File: config.mk
export PLATFORM = sky130hd
export DESIGN_NAME = bist_response_analyzer_flat
export DESIGN_NICKNAME = d
export VERILOG_FILES = /design/src/rtl/bist_response_analyzer_if.sv /design/src/rtl/bist_response_analyzer.sv /design/src/flat_wrapper.sv
export SDC_FILE = /design/constraint.sdc
export NUM_CORES = 1
export LEC_CHECK = 0
export CAP_MARGIN = 25
export CORE_MARGIN = 1
export CORE_UTILIZATION = 44
export DETAILED_ROUTE_END_ITERATION = 10
export GPL_TIMING_DRIVEN = 0
export PLACE_DENSITY = 0.87
export SETUP_SLACK_MARGIN = 0.05
export SYNTH_ARGS = -nofsm -noshare
export SYNTH_HDL_FRONTEND = slang
export SYNTH_SLANG_ARGS = --single-unit
export TNS_END_PERCENT = 50
File: constraint.sdc
create_clock -name clk -period 1.7 [get_ports clk]
set_input_delay 0.34 -clock clk [delete_from_list [all_inputs] [get_ports clk]]
set_output_delay 0.34 -clock clk [all_outputs]
set_load 0.005 [all_outputs]
File: src/rtl/bist_response_analyzer_if.sv
// Bundle for the RAM read-side BIST analyzer. It carries the mode select, the
// RAM read data, the BIST engine strobes and the result outputs.
interface bist_response_analyzer_if #(
  parameter int size = 8,
  parameter int aw   = 4,
  parameter int cw   = 8
);
  logic            sel;
  logic [size-1:0] ram_dout;
  logic [size-1:0] sys_dout;
  logic            start;
  logic            rd_en;
  logic [aw-1:0]   rd_addr;
  logic [size-1:0] exp_data;
  logic            test_end;
  logic            busy;
  logic            done;
  logic            pass;
  logic            fail;
  logic [cw-1:0]   fail_count;
  logic [aw-1:0]   first_fail_addr;
  logic [size-1:0] first_fail_data;

  // BIST engine / system side: drives mode, RAM data and strobes, reads results
  modport master (
    output sel, ram_dout, start, rd_en, rd_addr, exp_data, test_end,
    input  sys_dout, busy, done, pass, fail, fail_count,
           first_fail_addr, first_fail_data
  );

  // Analyzer side
  modport slave (
    input  sel, ram_dout, start, rd_en, rd_addr, exp_data, test_end,
    output sys_dout, busy, done, pass, fail, fail_count,
           first_fail_addr, first_fail_data
  );
endinterface

File: src/rtl/bist_response_analyzer.sv
// Read-side BIST response analyzer. In functional mode (sel=0) RAM read data
// passes straight to the system. In test mode (sel=1) each BIST read is held in
// a one-deep stage and compared against the RAM data one cycle later; results
// are a sticky fail flag, a saturating fail count and the first miscompare's
// address and data.
module bist_response_analyzer #(
  parameter int size = 8,
  parameter int aw   = 4,
  parameter int cw   = 8
) (
  input logic                     clk,
  input logic                     rst,
  bist_response_analyzer_if.slave bus
);

  typedef enum logic [1:0] {
    IDLE  = 2'b00,
    RUN   = 2'b01,
    DRAIN = 2'b10,
    DONE  = 2'b11
  } state_t;

  state_t          state_r;
  state_t          state_s;

  logic            pend_r;
  logic [aw-1:0]   st1_addr_r;
  logic [size-1:0] st1_data_r;

  logic            fail_r;
  logic            fail_s;
  logic [cw-1:0]   cnt_r;
  logic [cw-1:0]   cnt_s;
  logic [aw-1:0]   ffa_r;
  logic [aw-1:0]   ffa_s;
  logic [size-1:0] ffd_r;
  logic [size-1:0] ffd_s;

  logic            busy_r;
  logic            done_r;
  logic            pass_r;

  logic            clear_s;
  logic            capture_s;
  logic            cmp_s;
  logic            miss_s;

  // Functional-mode read path: zero latency, forced to zero while BIST owns the RAM
  assign bus.sys_dout = bus.sel ? {size{1'b0}} : bus.ram_dout;

  assign bus.busy            = busy_r;
  assign bus.done            = done_r;
  assign bus.pass            = pass_r;
  assign bus.fail            = fail_r;
  assign bus.fail_count      = cnt_r;
  assign bus.first_fail_addr = ffa_r;
  assign bus.first_fail_data = ffd_r;

  // Next-state logic: sel=0 aborts from anywhere, start restarts from anywhere
  always_comb begin
    state_s = state_r;
    if (!bus.sel) begin
      state_s = IDLE;
    end else if (bus.start) begin
      state_s = RUN;
    end else begin
      case (state_r)
        IDLE: state_s = IDLE;
        RUN: begin
          if (bus.test_end) begin
            state_s = DRAIN;
          end else begin
            state_s = RUN;
          end
        end
        DRAIN:   state_s = DONE;
        DONE:    state_s = DONE;
        default: state_s = IDLE;
      endcase
    end
  end

  // Compare controls: a start clears results and suppresses any compare in flight
  always_comb begin
    clear_s   = bus.sel & bus.start;
    capture_s = bus.sel & bus.rd_en & (state_r == RUN);
    cmp_s     = pend_r & bus.sel & ~bus.start;
    miss_s    = cmp_s & (bus.ram_dout != st1_data_r);
  end

  // Result update: clear on start, otherwise accumulate miscompares
  always_comb begin
    fail_s = fail_r;
    cnt_s  = cnt_r;
    ffa_s  = ffa_r;
    ffd_s  = ffd_r;
    if (clear_s) begin
      fail_s = 1'b0;
      cnt_s  = {cw{1'b0}};
      ffa_s  = {aw{1'b0}};
      ffd_s  = {size{1'b0}};
    end else if (miss_s) begin
      fail_s = 1'b1;
      if (cnt_r == {cw{1'b1}}) begin
        cnt_s = cnt_r;
      end else begin
        cnt_s = cnt_r + cw'(1);
      end
      // only the first miscompare of a run is captured
      if (!fail_r) begin
        ffa_s = st1_addr_r;
        ffd_s = bus.ram_dout;
      end else begin
        ffa_s = ffa_r;
        ffd_s = ffd_r;
      end
    end else begin
      fail_s = fail_r;
      cnt_s  = cnt_r;
    end
  end

  // State, compare stage and registered outputs; rst wins over everything
  always_ff @(posedge clk) begin
    if (rst) begin
      state_r    <= IDLE;
      pend_r     <= 1'b0;
      st1_addr_r <= {aw{1'b0}};
      st1_data_r <= {size{1'b0}};
      fail_r     <= 1'b0;
      cnt_r      <= {cw{1'b0}};
      ffa_r      <= {aw{1'b0}};
      ffd_r      <= {size{1'b0}};
      busy_r     <= 1'b0;
      done_r     <= 1'b0;
      pass_r     <= 1'b0;
    end else begin
      state_r <= state_s;
      // pending lasts exactly one cycle; back-to-back reads reload it
      pend_r  <= capture_s;
      if (capture_s) begin
        st1_addr_r <= bus.rd_addr;
        st1_data_r <= bus.exp_data;
      end else begin
        st1_addr_r <= st1_addr_r;
        st1_data_r <= st1_data_r;
      end
      fail_r <= fail_s;
      cnt_r  <= cnt_s;
      ffa_r  <= ffa_s;
      ffd_r  <= ffd_s;
      busy_r <= (state_s == RUN) || (state_s == DRAIN);
      done_r <= (state_s == DONE);
      pass_r <= (state_s == DONE) && !fail_s;
    end
  end

endmodule

File: src/flat_wrapper.sv
// flat-port wrapper written by rule: the top's interface ports become plain ports
module bist_response_analyzer_flat 
#(
  parameter int size = 8,
  parameter int aw   = 4,
  parameter int cw   = 8
)
  (clk, rst, bus_sel, bus_ram_dout, bus_start, bus_rd_en, bus_rd_addr, bus_exp_data, bus_test_end, bus_sys_dout, bus_busy, bus_done, bus_pass, bus_fail, bus_fail_count, bus_first_fail_addr, bus_first_fail_data);
  bist_response_analyzer_if #(.size(size), .aw(aw), .cw(cw)) bus_i ();
  input logic clk;
  input logic rst;
  input wire logic [$bits(bus_i.sel)-1:0] bus_sel;
  input wire logic [$bits(bus_i.ram_dout)-1:0] bus_ram_dout;
  input wire logic [$bits(bus_i.start)-1:0] bus_start;
  input wire logic [$bits(bus_i.rd_en)-1:0] bus_rd_en;
  input wire logic [$bits(bus_i.rd_addr)-1:0] bus_rd_addr;
  input wire logic [$bits(bus_i.exp_data)-1:0] bus_exp_data;
  input wire logic [$bits(bus_i.test_end)-1:0] bus_test_end;
  output wire logic [$bits(bus_i.sys_dout)-1:0] bus_sys_dout;
  output wire logic [$bits(bus_i.busy)-1:0] bus_busy;
  output wire logic [$bits(bus_i.done)-1:0] bus_done;
  output wire logic [$bits(bus_i.pass)-1:0] bus_pass;
  output wire logic [$bits(bus_i.fail)-1:0] bus_fail;
  output wire logic [$bits(bus_i.fail_count)-1:0] bus_fail_count;
  output wire logic [$bits(bus_i.first_fail_addr)-1:0] bus_first_fail_addr;
  output wire logic [$bits(bus_i.first_fail_data)-1:0] bus_first_fail_data;
  assign bus_i.sel = bus_sel;
  assign bus_i.ram_dout = bus_ram_dout;
  assign bus_i.start = bus_start;
  assign bus_i.rd_en = bus_rd_en;
  assign bus_i.rd_addr = bus_rd_addr;
  assign bus_i.exp_data = bus_exp_data;
  assign bus_i.test_end = bus_test_end;
  assign bus_sys_dout = bus_i.sys_dout;
  assign bus_busy = bus_i.busy;
  assign bus_done = bus_i.done;
  assign bus_pass = bus_i.pass;
  assign bus_fail = bus_i.fail;
  assign bus_fail_count = bus_i.fail_count;
  assign bus_first_fail_addr = bus_i.first_fail_addr;
  assign bus_first_fail_data = bus_i.first_fail_data;
  bist_response_analyzer #(.size(size), .aw(aw), .cw(cw)) u_core (.clk(clk), .rst(rst), .bus(bus_i));
endmodule
# After elaboration in Yosys (flattened, before gate mapping)

Cells that the tools add are included.
Widths: inputs -> output; s select.

Register bits: 39
Bits in latches: 0
Memory bits (read-only): 0
Input port bits: 26
Output and inout bits: 32
Memory bits (writable): 0
Memories kept: 0
Word-level logic and storage cells: 44

Add/subtract/negate cells: 1
Reduce and logical (&&, ||, !) cells: 8
Divide/modulo/power cells: 0
Order comparisons: 0
Bitwise gates (word level): 9
Multipliers: 0
Equal/unequal tests: 8
Shift operators: 0
Mux-type cells: 7

Operator list:

| kind                | number |
|---|---|
| $add 8x1->8 const B | 1 |
| $eq 2x2->1 const B  | 4 |
| $eq 8x8->1 const B  | 1 |
| $mux 8              | 1 |
| $ne 8x8->1          | 1 |
| $and 1x1->1         | 6 |
| $mux 2              | 3 |
| $pmux 2 s3          | 1 |
| $eq 2x1->1 const B  | 2 |
| $reduce_and 2->1    | 2 |
| $reduce_or 2->1     | 2 |
| $not 1->1           | 3 |
| $logic_not 2->1     | 1 |
| $mux 1              | 2 |
| $logic_and 1x1->1   | 1 |
| $logic_not 1->1     | 1 |
| $logic_or 1x1->1    | 1 |

# Longest topological paths before layout

Word-level depth: 7
Mapped depth: 6
Mapped depth without buffers: 5

# Least setup slack after synthesis

No wires, ideal clock.

Path kind: register to register
Start point: register u_core.cnt_r[6], in the netlist u_core.bus.fail_count[6]
End point: register u_core.cnt_r[5], in the netlist u_core.bus.fail_count[5]
Cell stages (with the launch flop): 6
Data required time: 1.630 ns
Setup time: 0.070 ns
Path slack: 0.152 ns
Data arrival time: 1.478 ns
Path buffers: 0
Period minus slack after synthesis: 1.548 ns
Path through: dfxtp_1 -> and4_1 -> and2_4 -> a21o_1 -> or4_1 -> a21oi_1

Word-level cells in the longest chain between the ends: 3

RTL lines:

| element                    | RTL line                      | RTL |
|---|---|---|
| start: declaration         | bist_response_analyzer.sv:32  | `logic [cw-1:0] cnt_r;` |
| start signal: assignment   | bist_response_analyzer.sv:131 | `cnt_r <= {cw{1'b0}};` |
| start signal: assignment   | bist_response_analyzer.sv:149 | `cnt_r <= cnt_s;` |
| $eq 8x8->1                 | bist_response_analyzer.sv:104 | `if (cnt_r == {cw{1'b1}}) begin` |
| $not 1->1 (no line)        | -                             |  |
| $reduce_and 2->1 (no line) | -                             |  |

No other way between the ends.
A chain may end at the register's enable or synchronous reset.

# Worst setup path after layout

Start point: register u_core.st1_data_r[1]
End point: register u_core.cnt_r[4], in the netlist u_core.bus.fail_count[4]

Word-level cells in the longest chain between the ends: 3

RTL lines:

| element                    | RTL line                      | RTL |
|---|---|---|
| start: declaration         | bist_response_analyzer.sv:28  | `logic [size-1:0] st1_data_r;` |
| start signal: assignment   | bist_response_analyzer.sv:129 | `st1_data_r <= {size{1'b0}};` |
| start signal: assignment   | bist_response_analyzer.sv:143 | `st1_data_r <= bus.exp_data;` |
| start signal: assignment   | bist_response_analyzer.sv:146 | `st1_data_r <= st1_data_r;` |
| $ne 8x8->1                 | bist_response_analyzer.sv:88  | `miss_s = cmp_s & (bus.ram_dout != st1_data_r);` |
| $and 1x1->1                | bist_response_analyzer.sv:88  |  |
| $reduce_and 2->1 (no line) | -                             |  |

No other way between the ends.

==> results by group <==
Routing
  • Wire per inst: 14.17 µm
  • Vias: 1691
  • Drt total wl: 4519 µm
  • Vias per inst: 5.301
  • Detailed Routing Iterations Pass 1: 4
  • Initial DRC Count: 125
  • Routed Antenna Nets: 0
  • Drt drc: 0

Logic synthesis
  • Netlist cell types: 39
  • Area leader, netlist: dfxtp_1
  • Synth Cell Area: 0.001658 mm²
  • Synth Instances: 199
  • Synth warn: 0
  • Number of flops mapped to enable cells by yosys: 0
  • Post-synth top flop: dfxtp_1
  • Post-synthesis sequential area ratio: 0.4709
  • Mean Syn Cell Area: 8.331 µm²
  • Top-area cell type share of the netlist area: 0.4709
  • Leading cell types by total area after synthesis: dfxtp_1, nand2_1, a21oi_1, nor2b_1, nand3_1
  • Ys async rst share: 0
  • Post-synth top cells: nand2_1, dfxtp_1, a21oi_1, nand3_1, o21ai_0
  • Seq cells post-synth: 39
  • Top-count cell post-synth: nand2_1
  • Post-synthesis net count: 227

Clock network
  • Num CTS Buffers: 5
  • Root Driver: clkbuf_8
  • TritonCTS clock tree: done
  • Clk slew on worst S/H paths: 0.07 ns
  • Clk_lat worst skew: 0.30 ns
  • Clock Tree Buf Depth: 2
  • Clock sink count: 39
  • CTS H-tree lvls: 2

Layout
  • Diode count: 0
  • Share of cells above drive strength 1: 0.1685
  • Total Nets Final: 302
  • FF+latch area: 788.3 µm²
  • Layout fillers: 268
  • Util after Layout: 0.7201
  • Multi-input gate area in the final layout: 873.3 µm²
  • Layout area overhead: 50.64%

Global route
  • Vias in the first global route: 1588
  • Initial antenna violation count: 0
  • Overflow after GRT: 0
  • Largest net degree at the start of global routing: 11
  • First-pass GRT wire length: 6989 µm
  • Tot GR Track Use: 0.2257

Floorplan
  • Initial core utilization: 0.4780
  • Die height: 63.38 µm
  • Std-Cell Rows: 21
  • Core ar.: 0.003468 mm²
  • Io pins: 58
  • Die X-Extent: 63.38 µm
  • Die area: 0.004017 mm²

Placed design
  • Final GP Congestion: 0.8484
  • Port buffer count: 56
  • Hpwl dp: 2932 µm
  • Worst slack at placement: -0.5803 ns

Critical path
  • Worst path arrival time: 1.88 ns
  • Startpoint types: flip-flop
  • Worst EP required: 1.89 ns
  • CP Max Fanout: 6
  • Critical path class: flip-flop to flip-flop
  • Worst setup EP type: flip-flop

Timing
  • Clock period minus worst slack: 1.692 ns
  • Fmax achieved: 0.5909 GHz
  • Max-slew violations: 0
  • Slew headroom: 0.7296
  • Unrepaired setup endpoints after global routing: yes
  • Finish-stage setup viols: 0
  • Crit share post-route: 0.9955
  • Skew final: 0.004573 ns
  • Tightest Pin Transition: 0.4057 ns
  • Final setup margin: 0.007586 ns
  • Final hold viol count: 0

Pwr
  • Pleak: 0.9017 nW
  • Max VDD drop: 0.4762 mV
  • Pwr Density: 670.3 mW/mm²
  • Tot Pwr: 1.674 mW

Run status
  • Status: finished clean

Worst hold path
  • HP Class: input port to flip-flop

Run
  • Max_cap viols: 0
per-layer routing:
metal	share of wire	track usage	vias up
met3	0.054	0.04891	19
met4	0.035	0.1449	0
met2	0.50	0.3803	69
li1	-	-	839
met1	0.41	0.2547	764
met5	0	0	-
final timing paths:
| kind | slack, ns | startpoint | depth (start not counted) | end |
|---|---|---|---|---|
| min reg2reg | 0.47 | u_core.bus.fail_count[6] | 1 | u_core.bus.fail_count[6] |
| max | 0.008 | u_core.st1_data_r[1] | 7 | u_core.bus.fail_count[4] |
| min | 0.36 | bus_ram_dout[1] | 3 | u_core.bus.first_fail_data[1] |
| max reg2reg | 0.008 | u_core.st1_data_r[1] | 7 | u_core.bus.fail_count[4] |
registers in the layout, summed over array words and instances, names as in the netlist, 2 cells and up:
register / flops
u_core.bus.fail_count: 8
u_core.bus.first_fail_addr: 4
u_core.bus.first_fail_data: 8
u_core.st1_addr_r: 4
u_core.st1_data_r: 8
u_core.state_r: 2
report_power, final:
group | internal (mW) | total, mW | switching (mW)
Combinational | 0.0953 | 0.175 | 0.0799
Clock | 0.273 | 0.573 | 0.300
Sequential | 0.921 | 0.925 | 0.00481
Total | 1.29 | 1.67 | 0.385
layout make-up:
cell class,instances,share of cell area
buffer,11,0.02705
clock buffer,6,0.02906
inverter,2,0.003006
multi-input combinational,147,0.3497
sequential,39,0.3156
tap,46,0.02305
timing repair buffer,68,0.2525
through the flow:
step | TNS (ns) | std cells | hold slack (ns) | cell area (µm²)
after floorplan | 0 | 199 | 0.4362 | 1658
after global placement | -15.01 | 301 | 0.4546 | 2276
after detailed placement | -16.51 | 301 | 0.4653 | 2276
after CTS | 0 | 316 | 0.4114 | 2430
after global routing | -0.01340 | 319 | 0.3624 | 2497
final | 0 | 319 | 0.3583 | 2497
critical path: stages, from the launching register on:
cell and delay [ns]:
dfxtp_2 0.34, xnor2_2 0.14, nand4_1 0.20, buf_4 0.16, o21ai_4 0.06, buf_4 0.16, o31a_2 0.33, o21a_1 0.20
cells in the final DEF, fill, tap and decap left out, types with 5 or more instances in the layout:
cell type	n
nand2_1	41
o21ai_0	14
nand3_1	15
a21oi_1	18
buf_4	11
clkbuf_8	7
clkdlybuf4s50_1	40
dfxtp_1	33
clkbuf_1	5
xnor2_1	6
dfxtp_2	6
dlygate4sd2_1	13
nor2b_1	11
cell families after synthesis:
group           after synthesis  synth area share
compound gates               48            0.1691
xor+xnor                      8           0.04227
fa+ha+maj                     2           0.01509
buf+inv                      13           0.03321
flops                        39            0.4709
simple gates                 89            0.2694
what timing repair did:
action / CTS / global route
gates resized for setup: 32 / 21
setup endpoints to repair: 31 / 21
gates cloned: 1 / 0
hold buffers: 0 / 0
buffers inserted: 8 / 3
pin swaps: 4 / 8
No activity file was read; power rests on OpenSTA's default activity.
